`src/rtl/mac_pkg.sv`:
```
// ============================================================================
// Module      : mac_pkg
// Description : Shared state encoding and default widths for the MAC
//               sequencer.
// Revision    : 1.0 - initial release
// ============================================================================
`default_nettype none

package mac_pkg;

  localparam int BIT_WIDTH  = 8;
  localparam int ACCUM_BITS = 32;
  localparam int LEN_BITS   = 16;

  typedef enum logic [1:0] {
    IDLE = 2'd0,
    RUN  = 2'd1,
    DONE = 2'd2
  } state_e;

endpackage : mac_pkg

`default_nettype wire

```
`src/rtl/mac_seq_ctrl.sv`:
```
// ============================================================================
// Module      : mac_seq_ctrl
// Description : Sequences operand pairs through an external MAC, feeding its
//               output back through an accumulator and returning the sum.
// Revision    : 1.0 - initial release
// ============================================================================
`default_nettype none

module mac_seq_ctrl #(
  parameter int BIT_WIDTH  = mac_pkg::BIT_WIDTH,
  parameter int ACCUM_BITS = mac_pkg::ACCUM_BITS,
  parameter int LEN_BITS   = mac_pkg::LEN_BITS
) (
  input  logic                  clk,
  input  logic                  rst,
  input  logic                  start,
  input  logic [LEN_BITS-1:0]   len,
  input  logic [ACCUM_BITS-1:0] bias,
  input  logic                  in_valid,
  output logic                  in_ready,
  input  logic [BIT_WIDTH-1:0]  weight_in,
  input  logic [BIT_WIDTH-1:0]  inp_in,
  output logic [BIT_WIDTH-1:0]  mac_weight,
  output logic [BIT_WIDTH-1:0]  mac_inp,
  output logic [ACCUM_BITS-1:0] mac_psum_in,
  input  logic [ACCUM_BITS-1:0] mac_psum_out,
  output logic                  result_valid,
  input  logic                  result_ready,
  output logic [ACCUM_BITS-1:0] result,
  output logic                  busy,
  output logic [LEN_BITS-1:0]   pairs_done
);

  import mac_pkg::*;

  state_e                r_state;
  state_e                w_state_nxt;
  logic [ACCUM_BITS-1:0] r_acc;
  logic [ACCUM_BITS-1:0] r_result;
  logic [LEN_BITS-1:0]   r_count;
  logic [LEN_BITS-1:0]   r_len_q;

  logic w_job_start;
  logic w_accept;
  logic w_last;

  assign w_job_start = (r_state == IDLE) && start;
  assign w_accept    = (r_state == RUN) && in_valid;
  assign w_last      = w_accept && (r_count == (r_len_q - LEN_BITS'(1)));

  // State register
  always_ff @(posedge clk) begin
    if (rst) begin
      r_state <= IDLE;
    end else begin
      r_state <= w_state_nxt;
    end
  end

  // Next-state logic
  always_comb begin
    w_state_nxt = r_state;
    case (r_state)
      IDLE: begin
        if (start) begin
          w_state_nxt = (len == '0) ? DONE : RUN;
        end
      end
      RUN: begin
        if (w_last) begin
          w_state_nxt = DONE;
        end
      end
      DONE: begin
        if (result_ready) begin
          w_state_nxt = IDLE;
        end
      end
      default: w_state_nxt = IDLE;
    endcase
  end

  // Output decode
  always_comb begin
    in_ready     = 1'b0;
    result_valid = 1'b0;
    busy         = 1'b0;
    case (r_state)
      RUN: begin
        in_ready = 1'b1;
        busy     = 1'b1;
      end
      DONE: begin
        result_valid = 1'b1;
        busy         = 1'b1;
      end
      default: begin
        in_ready     = 1'b0;
        result_valid = 1'b0;
        busy         = 1'b0;
      end
    endcase
  end

  // The result register is loaded alongside acc on entry to DONE so it keeps
  // the previous job's value after the next job reloads acc with its bias.
  always_ff @(posedge clk) begin
    if (rst) begin
      r_acc    <= '0;
      r_result <= '0;
      r_count  <= '0;
      r_len_q  <= '0;
    end else if (w_job_start) begin
      r_acc   <= bias;
      r_len_q <= len;
      r_count <= '0;
      if (len == '0) begin
        r_result <= bias;
      end
    end else if (w_accept) begin
      r_acc   <= mac_psum_out;
      r_count <= r_count + LEN_BITS'(1);
      if (w_last) begin
        r_result <= mac_psum_out;
      end
    end
  end

  assign mac_weight  = weight_in;
  assign mac_inp     = inp_in;
  assign mac_psum_in = r_acc;
  assign result      = r_result;
  assign pairs_done  = r_count;

endmodule : mac_seq_ctrl

`default_nettype wire
```
`config.mk`:
```
export PLATFORM = sky130hd
export DESIGN_NAME = mac_seq_ctrl
export DESIGN_NICKNAME = d
export VERILOG_FILES = /design/src/rtl/mac_pkg.sv /design/src/rtl/mac_seq_ctrl.sv
export SDC_FILE = /design/constraint.sdc
export NUM_CORES = 1
export LEC_CHECK = 0
export BUFFER_PORTS_ARGS = -buffer_cell sky130_fd_sc_hd__buf_2
export CAP_MARGIN = 20
export CORE_MARGIN = 1.5
export CORE_UTILIZATION = 50
export DETAILED_ROUTE_END_ITERATION = 10
export GPL_TIMING_DRIVEN = 0
export PLACE_DENSITY = 0.81
export SLEW_MARGIN = 30
export SYNTH_ARGS = -nofsm -noshare
export SYNTH_HDL_FRONTEND = slang
export SYNTH_SLANG_ARGS = --single-unit
```
`constraint.sdc`:
```
create_clock -name clk -period 3.9 [get_ports clk]
set_input_delay 0 -clock clk [delete_from_list [all_inputs] [get_ports clk]]
set_output_delay 0 -clock clk [all_outputs]
set_load 0.02 [all_outputs]
```
# == Word-level counts from Yosys, hierarchy flattened ==
# Cells that the tools add are included.
# W data, S select, Z words.
# op_classes
n_reduce_logical,11
n_mux,14
n_eq_ne,7
addsub,2
# ops
op,count
$mux W32,6
$add A16 B1 Y16 const B,1
$eq A16 B16 Y1,1
$logic_not A16 Y1,1
$sub A16 B1 Y16 const B,1
$mux W2,4
$ne A2 B2 Y1 const B,3
$pmux W2 S3,1
$reduce_and A3 Y1,2
$reduce_bool A2 Y1,2
$reduce_or A2 Y1,2
$logic_and A1 B1 Y1,3
$mux W1,3
$eq A2 B1 Y1 const B,1
$eq A2 B2 Y1 const B,1
$logic_not A2 Y1,1
$ne A2 B1 Y1 const B,1
# totals
ff_bits,98

# == Logic depth before layout (Yosys ltp) ==
# Gate-level depths: netlist (run 1).
# depth
depth_word,6
depth_mapped,13

# == Worst setup path after synthesis (run 1) ==
# OpenSTA, ideal clock, no wires.
# synth_timing
path_type,flip-flop to flip-flop
startpoint,reg r_len_q[0]
endpoint,reg r_result[10] (netlist: result[10])
n_path_buf,4
path_stages_with_launch,14
slack_ns,1.085
arrival_ns,2.668
synth_period_minus_slack_ns,2.815
setup_ns,0.147
cell_sequence,dfxtp_1 > clkbuf_1 > inv_1 > ha_1 > buf_2 > or4b_2 > nor4_1 > a211oi_1 > nor4_1 > o2111a_1 > buf_6 > a21o_4 > buf_6 > a311oi_2
# synth_between
elab_chain_cells,5
# synth_rtl
element,line,text
start: declaration,mac_seq_ctrl.sv:41,logic [LEN_BITS-1:0] r_len_q;
start signal: assignment,mac_seq_ctrl.sv:115,r_len_q <= len;
$sub A16 B1 Y16,mac_seq_ctrl.sv:49,assign w_last = w_accept && (r_count == (r_len_q - LEN_BITS'(1)));
$eq A16 B16 Y1,mac_seq_ctrl.sv:49,
$logic_and A1 B1 Y1,mac_seq_ctrl.sv:49,
$reduce_bool A2 Y1 (no line),--,
$reduce_and A3 Y1 (no line),--,
end signal: assignment,mac_seq_ctrl.sv:118,r_result <= bias;
end signal: assignment,mac_seq_ctrl.sv:124,r_result <= mac_psum_out;
end: declaration,mac_seq_ctrl.sv:39,logic [ACCUM_BITS-1:0] r_result;
# Every way passes these cells.
# A chain may end at the register's enable or synchronous reset.

# == Worst setup path in the final report (run 1) ==
# layout_timing
startpoint,reg r_len_q[0]
endpoint,reg r_result[26] (netlist: result[26])
# The elaborated chain is that of the path after synthesis.

==> summary.txt, run 1 <==
Timing
  – Max_slew headroom: 50.7%
  – Final hold violation count: 0
  – Hold Slack: 0.0544 ns
  – Fin Setup TNS: 0 ns
  – Period utilisation layout: 90.5%
  – Slew Limit Fails: 0
  – Final setup violating endpoints: 0
  – Tmin final: 3.53 ns
  – RSZ-0062 raised after global routing: no
  – Achievable Freq: 283 MHz
  – Clock Skew: 0.0190 ns
  – Worst-margin pin slew: 0.733 ns

Clocking
  – Post_cts resized: 0
  – Clock buffer depth: 2
  – Reg clk slew, reported paths: 0.10 ns
  – CTS tree: yes
  – Number of CTS-inserted buffers: 9
  – CTS H-tree lvls: 3
  – Postcts setup bufs: 0
  – Root Driver: clkbuf_8
  – Worst-skew pair later-pin latency: 0.38 ns
  – Sink Count: 98

Die
  – I/O pin count: 200
  – Initial Util: 51.3%
  – Core region area: 0.0103 mm^2
  – Row Count: 37
  – Die area: 0.0112 mm^2
  – Chip height: 106 um
  – Die extent in x: 106 um

Placed design
  – IO Port Bufs: 183
  – RD Place Congestion: 0.913
  – Area post-placement: 0.00638 mm^2
  – Post-DP HPWL: 12.3 mm

Critical path
  – Slowest cell on crit path: or4b_2
  – Critical Path Sink Type: flop
  – Critical path, cell by cell: clkbuf_1 -> inv_1 -> ha_1 -> buf_2 -> or4b_2 -> nor4_1 -> a211oi_1 -> nor4_1 -> o2111a_1 -> buf_6 -> a211oi_1 -> a311oi_1 -> dlygate4sd3_1
  – Crit path kind: reg -> reg
  – Worst path max stage delay: 0.66 ns
  – CP arrival: 3.85 ns
  – Worst r2r path cells: 13
  – Crit-path max FO: 9
  – Crit path required time: 4.22 ns
  – CP startpoint kind: flop

Yosys
  – Simple logic cell fraction of the synthesized area: 22.3%
  – Dominant synthesized flop cell: dfxtp_1
  – Mux cell area share after synthesis: 0.213%
  – Total number of yosys warnings: 0
  – Mapped Cells: 641
  – Unique cell type count in the Yosys netlist: 52
  – Post-Syn Area: 0.00530 mm^2
  – Post-synthesis area per instance: 8.26 um^2
  – Post-synth ARST share: 0%
  – Post-Synth Adder-Cell Area: 1.18%
  – Post-synthesis sequential area ratio: 37.0%
  – Xor-xnor portion of the synthesized cell area: 5.62%
  – Main combinational cell family by area after synthesis: compound AO/OA/AOI/OAI gates
  – Synth Area in Compound Gates: 24.4%
  – Post-synth net total: 747
  – Post-synth EDFFs: 0
  – Count of state elements after synthesis: 98

Pwr
  – P_leak: 3.27 nW
  – Reg power frac: 38.3%
  – Clock Power Share: 20.5%
  – VDD IR-drop max: 0.245 mV
  – Gate power share: 41.2%
  – Sw Share: 40.5%
  – Switching Power: 1.26 mW
  – Pwr dens: 406 mW/mm^2
  – Internal power: 1.85 mW

Detailed routing
  – Post-detailed-route count of antenna-violating nets: 0
  – DRT Wirelength: 19.7 mm
  – Vias: 6401
  – Drt pass-1 iters: 6
  – Wirelength per Cell: 18.1 um
  – DR vias/cell: 5.88
  – Drc violations: 0
  – Starting DRC count in detailed routing: 468

Min path
  – Worst hold stages: 3
  – Hold WC Path Type: in -> reg

Finish
  – Multi-input logic area: 0.00285 mm^2
  – Area Overhead vs Synth: 45.0%
  – Nets@finish: 1053
  – Filler cells: 688
  – FF/Latch Area: 0.00196 mm^2
  – # diodes: 0
  – Finished Core Util: 74.4%
  – Share of cells above drive strength 1: 28.0%
  – Fin area: 0.00768 mm^2

Run
  – Max_cap viols: 0

Global routing
  – First-pass GRT wire length: 31.3 mm
  – Pin count of the biggest net entering global routing: 18
  – GR Overflow Total: 0
  – Gr usage total: 35.0%
  – Vias in the first global route: 6623
  – Antenna violations before repair: 0

Run status
  – Status: finished, final reports clean
## sequential cells by signal, indices dropped and copies added, names as in the netlist
| signal | count |
|---|---|
| result | 32 |
| r_state | 2 |
| pairs_done | 16 |
| r_len_q | 16 |
| mac_psum_in | 32 |
## path summary, 6_finish.rpt
check	end	startpoint	slack (ns)
max	result[26]$_SDFFE_PP0P_	r_len_q[0]$_SDFFE_PP0P_	0.37
min	r_state[0]$_SDFFE_PP0P_	start	0.05
max reg2reg	result[26]$_SDFFE_PP0P_	r_len_q[0]$_SDFFE_PP0P_	0.37
min reg2reg	r_len_q[10]$_SDFFE_PP0P_	r_len_q[10]$_SDFFE_PP0P_	0.49
## area by class of cell
class / instances / area share (%)
Inverter: 10 / 0.489
Tap cell: 136 / 2.22
Multi-Input combinational cell: 461 / 37.1
Clock inverter: 6 / 0.635
Sequential cell: 98 / 25.5
Timing Repair Buffer: 295 / 26.5
Buffer: 72 / 5.83
Clock buffer: 10 / 1.66
## cells in the mapped netlist, types with 2 or more instances
cell	number	area, um^2
nor4b_1	2	17.5
o211ai_1	2	15.0
xor2_1	15	131
buf_6	8	90.1
o21ai_0	4	20.0
nand3_1	10	50.1
a21oi_1	22	110
and3_1	4	25.0
a211oi_1	34	255
nand2_1	176	661
or3_1	2	12.5
clkbuf_1	37	139
a311oi_2	29	435
buf_2	4	20.0
nand2b_1	3	18.8
and2_1	2	12.5
xnor2_1	19	166
nor3_1	4	20.0
buf_12	3	60.1
nor4_1	8	50.1
a311oi_1	35	307
dfxtp_1	98	1960
ha_1	5	62.6
inv_1	10	37.5
buf_4	17	128
nand4_1	5	31.3
nor2_1	55	206
o31ai_1	2	15.0
buf_1	3	11.3
## per-layer routing
| layer | track usage [%] | wire length (um) | up-vias |
|---|---|---|---|
| met3 | 7.60 | 1850 | 122 |
| met1 | 39.0 | 7250 | 2967 |
| met4 | 23.6 | 1140 | 0 |
| met5 | 0 | 0 | - |
| li1 | - | - | 2863 |
| met2 | 59.7 | 9480 | 449 |
## cells in the final DEF (no fill, tap or decap), drive strengths merged, types with 3 or more instances in the layout
| master | n |
|---|---|
| buf | 218 |
| nand2 | 176 |
| dlygate4sd3 | 112 |
| dfxtp | 98 |
| a311oi | 64 |
| nor2 | 55 |
| clkbuf | 47 |
| a211oi | 34 |
| a21oi | 22 |
| xnor2 | 19 |
| xor2 | 15 |
| inv | 13 |
| nand3 | 10 |
| nor4 | 8 |
| nand4 | 5 |
| ha | 5 |
| nor3 | 5 |
| o21ai | 4 |
| and3 | 4 |
| nand2b | 3 |
| or3 | 3 |
## power groups by stage
stage               logic [mW]  registers [mW]  clock network (mW)
finish                    1.28            1.19               0.640
global route              1.37            1.20               0.675
CTS                       1.22            1.18               0.636
detailed placement        1.06            1.20                   0
global placement          1.03            1.20                   0
floorplan                0.646            1.28                   0
## critical path, delay by kind of cell (launching register included)
family                   cells  cell delay, ns
AO/OA/AOI/OAI                4            0.68
adder cells (fa/ha/maj)      1            0.13
buffers and inverters        5            1.23
flip-flops                   1            0.31
AND/OR/NAND/NOR              3            1.13
## cells by family (layout without fill, tap and decap cells)
kind of cell | count (synthesis) | in the layout
AND/OR/NAND/NOR | 280 | 280
AO/OA/AOI/OAI | 141 | 141
flip-flops | 98 | 98
buffers and inverters | 82 | 393
XOR/XNOR | 34 | 34
adder cells (fa/ha/maj) | 5 | 5
multiplexers | 1 | 1
## what timing repair did
action                                  4_1_cts  5_1_grt
hold buffers                                112        0
endpoints found under the setup margin        0        0
hold endpoints to repair                     80        0
## per-stage QoR
stage	total power [mW]	cells	setup WS, ns
after floorplan	1.93	641	1.08
after global placement	2.23	960	0.829
after detailed placement	2.27	960	0.773
after CTS	3.04	1088	0.418
after global routing	3.25	1088	0.126
final	3.12	1088	0.372
No activity file was read; power rests on OpenSTA's default activity.
==> inputs of run 2 (changes only) <==
MAX_ROUTING_LAYER = met4   (was unset)
==> run 2 against run 1 <==
  * Final cell count hardly changed
  * Sequential power about the same
  * Clock power grew 5.8%
  * Largest power group unchanged
==> summary.txt, run 2 (synthesized netlist as in run 1, its figures left out) <==
Die
  – Die extent in x: 106 um
  – I/O pin count: 200
  – Chip height: 106 um
  – Initial Util: 51.3%
  – Die area: 0.0112 mm^2
  – Row Count: 37
  – Core region area: 0.0103 mm^2

Timing
  – Tmin final: 3.23 ns
  – Final hold violation count: 0
  – Slew Limit Fails: 0
  – Fin Setup TNS: 0 ns
  – RSZ-0062 raised after global routing: no
  – Achievable Freq: 310 MHz
  – Hold Slack: 0.0219 ns
  – Period utilisation layout: 82.8%
  – Max_slew headroom: 50.1%
  – Final setup violating endpoints: 0
  – Clock Skew: 0.0201 ns
  – Worst-margin pin slew: 0.749 ns

Detailed routing
  – Drt pass-1 iters: 6
  – Starting DRC count in detailed routing: 505
  – Wirelength per Cell: 18.6 um
  – Vias: 6416
  – Drc violations: 0
  – Post-detailed-route count of antenna-violating nets: 0
  – DRT Wirelength: 20.2 mm
  – DR vias/cell: 5.89

Clocking
  – CTS H-tree lvls: 3
  – Root Driver: clkbuf_8
  – Worst-skew pair later-pin latency: 0.38 ns
  – CTS hold repair buffers: 112
  – Clock buffer depth: 2
  – Number of CTS-inserted buffers: 9
  – Postcts setup bufs: 0
  – CTS tree: yes
  – Reg clk slew, reported paths: 0.12 ns
  – Sink Count: 98
  – Post_cts resized: 0

Critical path
  – Cell repeated most along the worst path: a211oi_1
  – Critical Path Sink Type: flop
  – Critical path, cell by cell: clkbuf_1 -> inv_1 -> ha_1 -> buf_2 -> or4b_2 -> o211a_1 -> a211oi_1 -> nor4_1 -> o2111a_1 -> buf_6 -> buf_12 -> a211oi_1 -> a311oi_2
  – Worst path max stage delay: 0.65 ns
  – CP startpoint kind: flop
  – Crit path required time: 4.15 ns
  – Slowest cell on crit path: or4b_2
  – Crit path kind: reg -> reg
  – Crit-path max FO: 10
  – CP arrival: 3.48 ns

Global routing
  – Vias in the first global route: 6460
  – Pin count of the biggest net entering global routing: 19
  – Antenna violations before repair: 1
  – First-pass GRT wire length: 32.0 mm
  – GR Overflow Total: 0
  – Gr usage total: 37.1%

Finish
  – Commonest non-fill, non-tap cell in the layout: buf_2
  – Share of cells above drive strength 1: 28.2%
  – Area Overhead vs Synth: 45.4%
  – Fin area: 0.00770 mm^2
  – Filler cells: 680
  – Nets@finish: 1053
  – Layout Cells excl Fill: 1089
  – Most frequent cells in the layout: buf_2, nand2_1, dlygate4sd3_1

Pwr
  – VDD IR-drop max: 0.302 mV
  – P_leak: 3.29 nW
  – Pwr dens: 412 mW/mm^2

Min path
  – Hold WC Path Type: in -> reg

Placed design
  – RD Place Congestion: 0.929
  – Area post-placement: 0.00638 mm^2
  – Placed Instances: 960
  – IO Port Bufs: 183
  – Post-DP HPWL: 12.5 mm

Run
  – Max_cap viols: 0

Run status
  – Status: finished, final reports clean
-- run 2: cell count changes in the layout (fill, tap and decap cells not counted) --
cell / change
clkinv_4: +4
clkinvlp_4: -2
inv_6: -2
clkbuf_1: -1
diode_2: +1
clkinv_2: -1
inv_8: +1
clkbuf_8: +1
-- run 2: final cells by class --
class / count / area (um^2) / share of cell area [%]
Inverter: 10 / 37.5 / 0.487
Clock buffer: 10 / 138 / 1.79
Buffer: 72 / 448 / 5.82
Timing Repair Buffer: 295 / 2040 / 26.4
Tap cell: 136 / 170 / 2.21
Antenna cell: 1 / 2.50 / 0.0325
Sequential cell: 98 / 1960 / 25.5
Multi-Input combinational cell: 461 / 2850 / 37.0
Clock inverter: 6 / 57.6 / 0.747
-- run 2: critical path: cells and delay by family (launching register included) --
kind	cells	cell delay, ns
buffers and inverters	5	0.79
flip-flops	1	0.31
AO/OA/AOI/OAI	5	1.14
AND/OR/NAND/NOR	2	0.73
adder cells (fa/ha/maj)	1	0.13
-- run 2: report_power, final --
part	internal, mW	total [mW]	leakage, nW	switching, mW
logic	0.510	1.30	2.39	0.791
clock network	0.264	0.677	0.100	0.414
registers	1.11	1.19	0.800	0.0861
-- run 2: metal layers --
layer | up-vias | wire [um] | GRT usage, %
met5 | - | 0 | -
met4 | 0 | 1080 | 21.2
met3 | 120 | 1840 | 8.28
met2 | 466 | 9650 | 60.4
met1 | 2959 | 7650 | 42.2
li1 | 2871 | - | -
-- run 2: metrics by stage --
stage	power, mW	setup slack (ns)	util, %
2_1_floorplan	1.93	1.08	-
3_3_place_gp	2.23	0.827	61.8
3_5_place_dp	2.27	0.752	61.8
4_1_cts	3.08	0.742	74.6
5_1_grt	3.31	0.503	74.6
6_report	3.17	0.671	74.6
-- run 2: final timing paths --
| path | startpoint | to | slack (ns) | cells past startpoint |
|---|---|---|---|---|
| max | r_len_q[0]$_SDFFE_PP0P_ | result[17]$_SDFFE_PP0P_ | 0.67 | 13 |
| min | start | r_state[0]$_SDFFE_PP0P_ | 0.02 | 3 |
| max reg2reg | r_len_q[0]$_SDFFE_PP0P_ | result[17]$_SDFFE_PP0P_ | 0.67 | 13 |
| min reg2reg | r_len_q[10]$_SDFFE_PP0P_ | r_len_q[10]$_SDFFE_PP0P_ | 0.50 | 2 |
==> inputs of run 3 (changes only) <==
ABC_AREA = 1   (was unset)
CORE_UTILIZATION = 44   (was 50)
PLACE_DENSITY = 0.77   (was 0.81)
clock period = 2.86 ns   (was 3.9 ns; I/O delays follow)
==> run 3 against run 2 <==
  * Combinational power increased by 89%
  * Global-route usage decreased by 7.3 points
  * Worst setup slack got worse by 0.40 ns
==> summary.txt, run 3 <==
Run status
  – Status: finished, final reports clean

Die
  – Die extent in x: 108 um
  – Row Count: 38
  – Die area: 0.0116 mm^2
  – Core region area: 0.0108 mm^2
  – Initial Util: 44.8%
  – Chip height: 108 um
  – I/O pin count: 200

Global routing
  – First-pass GRT wire length: 26.1 mm
  – GR Util met2: 51.8%
  – Antenna violations before repair: 0
  – GR Overflow Total: 0
  – Layer with the highest usage: met2
  – Vias in the first global route: 5547
  – Gr usage total: 29.8%
  – Pin count of the biggest net entering global routing: 17
  – GR Layer Usage met3: 8.90%
  – Met1 global-route usage: 31.3%

Placed design
  – RD Place Congestion: 0.873
  – Post-place setup slack: 0.198 ns
  – IO Port Bufs: 183
  – Post-DP HPWL: 10.8 mm
  – Placed Instances: 986

Finish
  – FF/Latch Area: 0.00196 mm^2
  – Area Overhead vs Synth: 45.8%
  – Filler cells: 882
  – Nets@finish: 1053
  – Finished Core Util: 65.4%
  – Commonest non-fill, non-tap cell in the layout: buf_2
  – Multi-input logic area: 0.00243 mm^2
  – Share of cells above drive strength 1: 25.4%
  – Layout Cells excl Fill: 1092
  – Most frequent cells in the layout: buf_2, nand2_1, dfxtp_1
  – # diodes: 0

Yosys
  – Count of state elements after synthesis: 98
  – Post-synthesis sequential area ratio: 40.6%
  – Post-Syn Area: 0.00484 mm^2
  – Ranking of synthesized cells by area: dfxtp_1, a21oi_1, nand2_1, mux2i_1, nor2_1
  – Top post-synthesis cells by count: nand2_1, dfxtp_1, a21oi_1, nor2_1, o21ai_0
  – Most frequent cell after synthesis: nand2_1
  – Top cell type's share of synthesized area: 40.6%
  – Post-synth EDFFs: 0
  – Total number of yosys warnings: 0
  – Post-synthesis area per instance: 7.30 um^2
  – Post-synth ARST share: 0%
  – Synth area leader: dfxtp_1
  – Post-synth net total: 769
  – Mapped Cells: 663
  – Unique cell type count in the Yosys netlist: 31
  – Dominant synthesized flop cell: dfxtp_1

Timing
  – Fin worst setup slack: 0.268 ns
  – Achievable Freq: 386 MHz
  – Max_slew headroom: 46.6%
  – Worst-margin pin slew: 0.798 ns
  – Clock Skew: 0.0208 ns
  – Final setup violating endpoints: 0
  – Period utilisation layout: 90.6%
  – Slew Limit Fails: 0
  – Final hold violation count: 0
  – RSZ-0062 raised after global routing: no
  – Fin Setup TNS: 0 ns
  – Tmin final: 2.59 ns

Pwr
  – Pwr dens: 746 mW/mm^2
  – Internal power: 3.04 mW
  – Clock Power Share: 18.5%
  – P_leak: 3.45 nW
  – VDD IR-drop max: 0.720 mV
  – Sw Share: 42.3%
  – Gate power share: 46.7%
  – Reg power frac: 34.8%
  – Switching Power: 2.23 mW

Clocking
  – Worst-skew pair later-pin latency: 0.39 ns
  – CTS tree: yes
  – Clock buffer depth: 2
  – Number of CTS-inserted buffers: 9
  – Root Driver: clkbuf_8
  – CTS H-tree lvls: 3
  – Reg clk slew, reported paths: 0.10 ns
  – Sink Count: 98

Critical path
  – Crit path kind: reg -> reg
  – CP startpoint kind: flop
  – Worst r2r path cells: 14
  – Critical Path Sink Type: flop
  – Crit path required time: 3.14 ns
  – CP arrival: 2.87 ns
  – Crit-path max FO: 7

Detailed routing
  – Drt pass-1 iters: 6
  – Wirelength per Cell: 15.3 um
  – DR vias/cell: 5.23
  – Starting DRC count in detailed routing: 405
  – Drc violations: 0
  – Vias: 5706
  – Post-detailed-route count of antenna-violating nets: 0
  – DRT Wirelength: 16.7 mm

Run
  – Max_cap viols: 0

Min path
  – Worst hold stages: 5
  – Hold WC Path Type: in -> reg
==> run 3: cell types whose count changed in the layout (fill, tap and decap cells not counted), moves of 11 or more <==
cell           before  now
clkbuf_1           37   20
mux2i_1             0   32
xnor2_1            19    3
nor2_1             55   81
a311oi_2           29    0
a311oi_1           35    0
nand3_1            10   46
a21oi_1            22   92
nand2_1           176  116
xor2_1             15    4
a211oi_1           34    0
o21ai_0             4   57
dlygate4sd3_1     112   90
inv_1              10   40
==> run 3: metal layers <==
metal	wire length, um	vias to the layer above
li1	-	2753
met4	665	0
met2	8240	308
met1	6370	2578
met3	1470	67
met5	0	-
==> run 3: power by group through the flow <==
stage / clock network [mW] / logic (mW) / registers, mW
floorplan: 0 / 1.26 / 2.11
global placement: 0 / 2.17 / 1.84
detailed placement: 0 / 2.19 / 1.85
CTS: 0.977 / 2.37 / 1.82
global route: 1.03 / 2.68 / 1.87
finish: 0.973 / 2.46 / 1.83
==> run 3: worst paths after layout <==
check	startpoint	end	slack, ns
worst min register to register	result[28]$_SDFFE_PP0P_	result[28]$_SDFFE_PP0P_	0.48
worst max register to register	r_len_q[0]$_SDFFE_PP0P_	r_state[0]$_SDFFE_PP0P_	0.27
worst min-delay path	mac_psum_out[23]	result[23]$_SDFFE_PP0P_	0.02
worst max-delay path	r_len_q[0]$_SDFFE_PP0P_	r_state[0]$_SDFFE_PP0P_	0.27
==> run 3: worst max-delay path: stages (launching register included) <==
cell,delay [ns]
dfxtp_1,0.33
inv_2,0.11
ha_2,0.24
nand2_2,0.10
nor2_4,0.18
nand3_1,0.10
nand2_1,0.08
nand2_1,0.05
nor2_1,0.11
nand3_2,0.14
o21bai_1,0.21
nand3_1,0.14
nand2_1,0.09
a21oi_1,0.06
dlygate4sd3_1,0.56
==> run 3: kinds of logic (layout without fill, tap and decap cells) <==
logic type / after synthesis / after routing / synth area share [%]
simple gates: 275 / 275 / 24.4
compound gates: 155 / 155 / 16.5
flops: 98 / 98 / 40.6
buf+inv: 91 / 380 / 9.34
mux: 32 / 32 / 6.62
xor+xnor: 7 / 7 / 1.27
fa+ha+maj: 5 / 5 / 1.29
==> run 3: metrics by stage <==
stage	area, um^2	total power [mW]	hold WS, ns
5_1_grt	7050	5.58	0.0303
3_3_place_gp	5930	4.01	0.217
3_5_place_dp	5930	4.03	0.217
2_1_floorplan	4840	3.37	0.0691
4_1_cts	7040	5.17	0.00244
6_report	7050	5.26	0.0222
==> run 3: area by class of cell <==
| type | instances | area share, % |
|---|---|---|
| plain buffers | 49 | 4.22 |
| clock buffers | 12 | 2.20 |
| multi-input cells | 474 | 34.5 |
| repair buffers | 273 | 25.8 |
| clock inverters | 4 | 0.798 |
| flip-flops and latches | 98 | 27.8 |
| inverters | 42 | 2.23 |
| well taps | 140 | 2.48 |
==> run 3: timing repair <==
action / 4_1_cts / 5_1_grt
resized for setup: 0 / 11
setup endpoints to repair: 0 / 36
hold buffers: 90 / 0
hold endpoints to repair: 58 / 0
setup buffers: 0 / 0
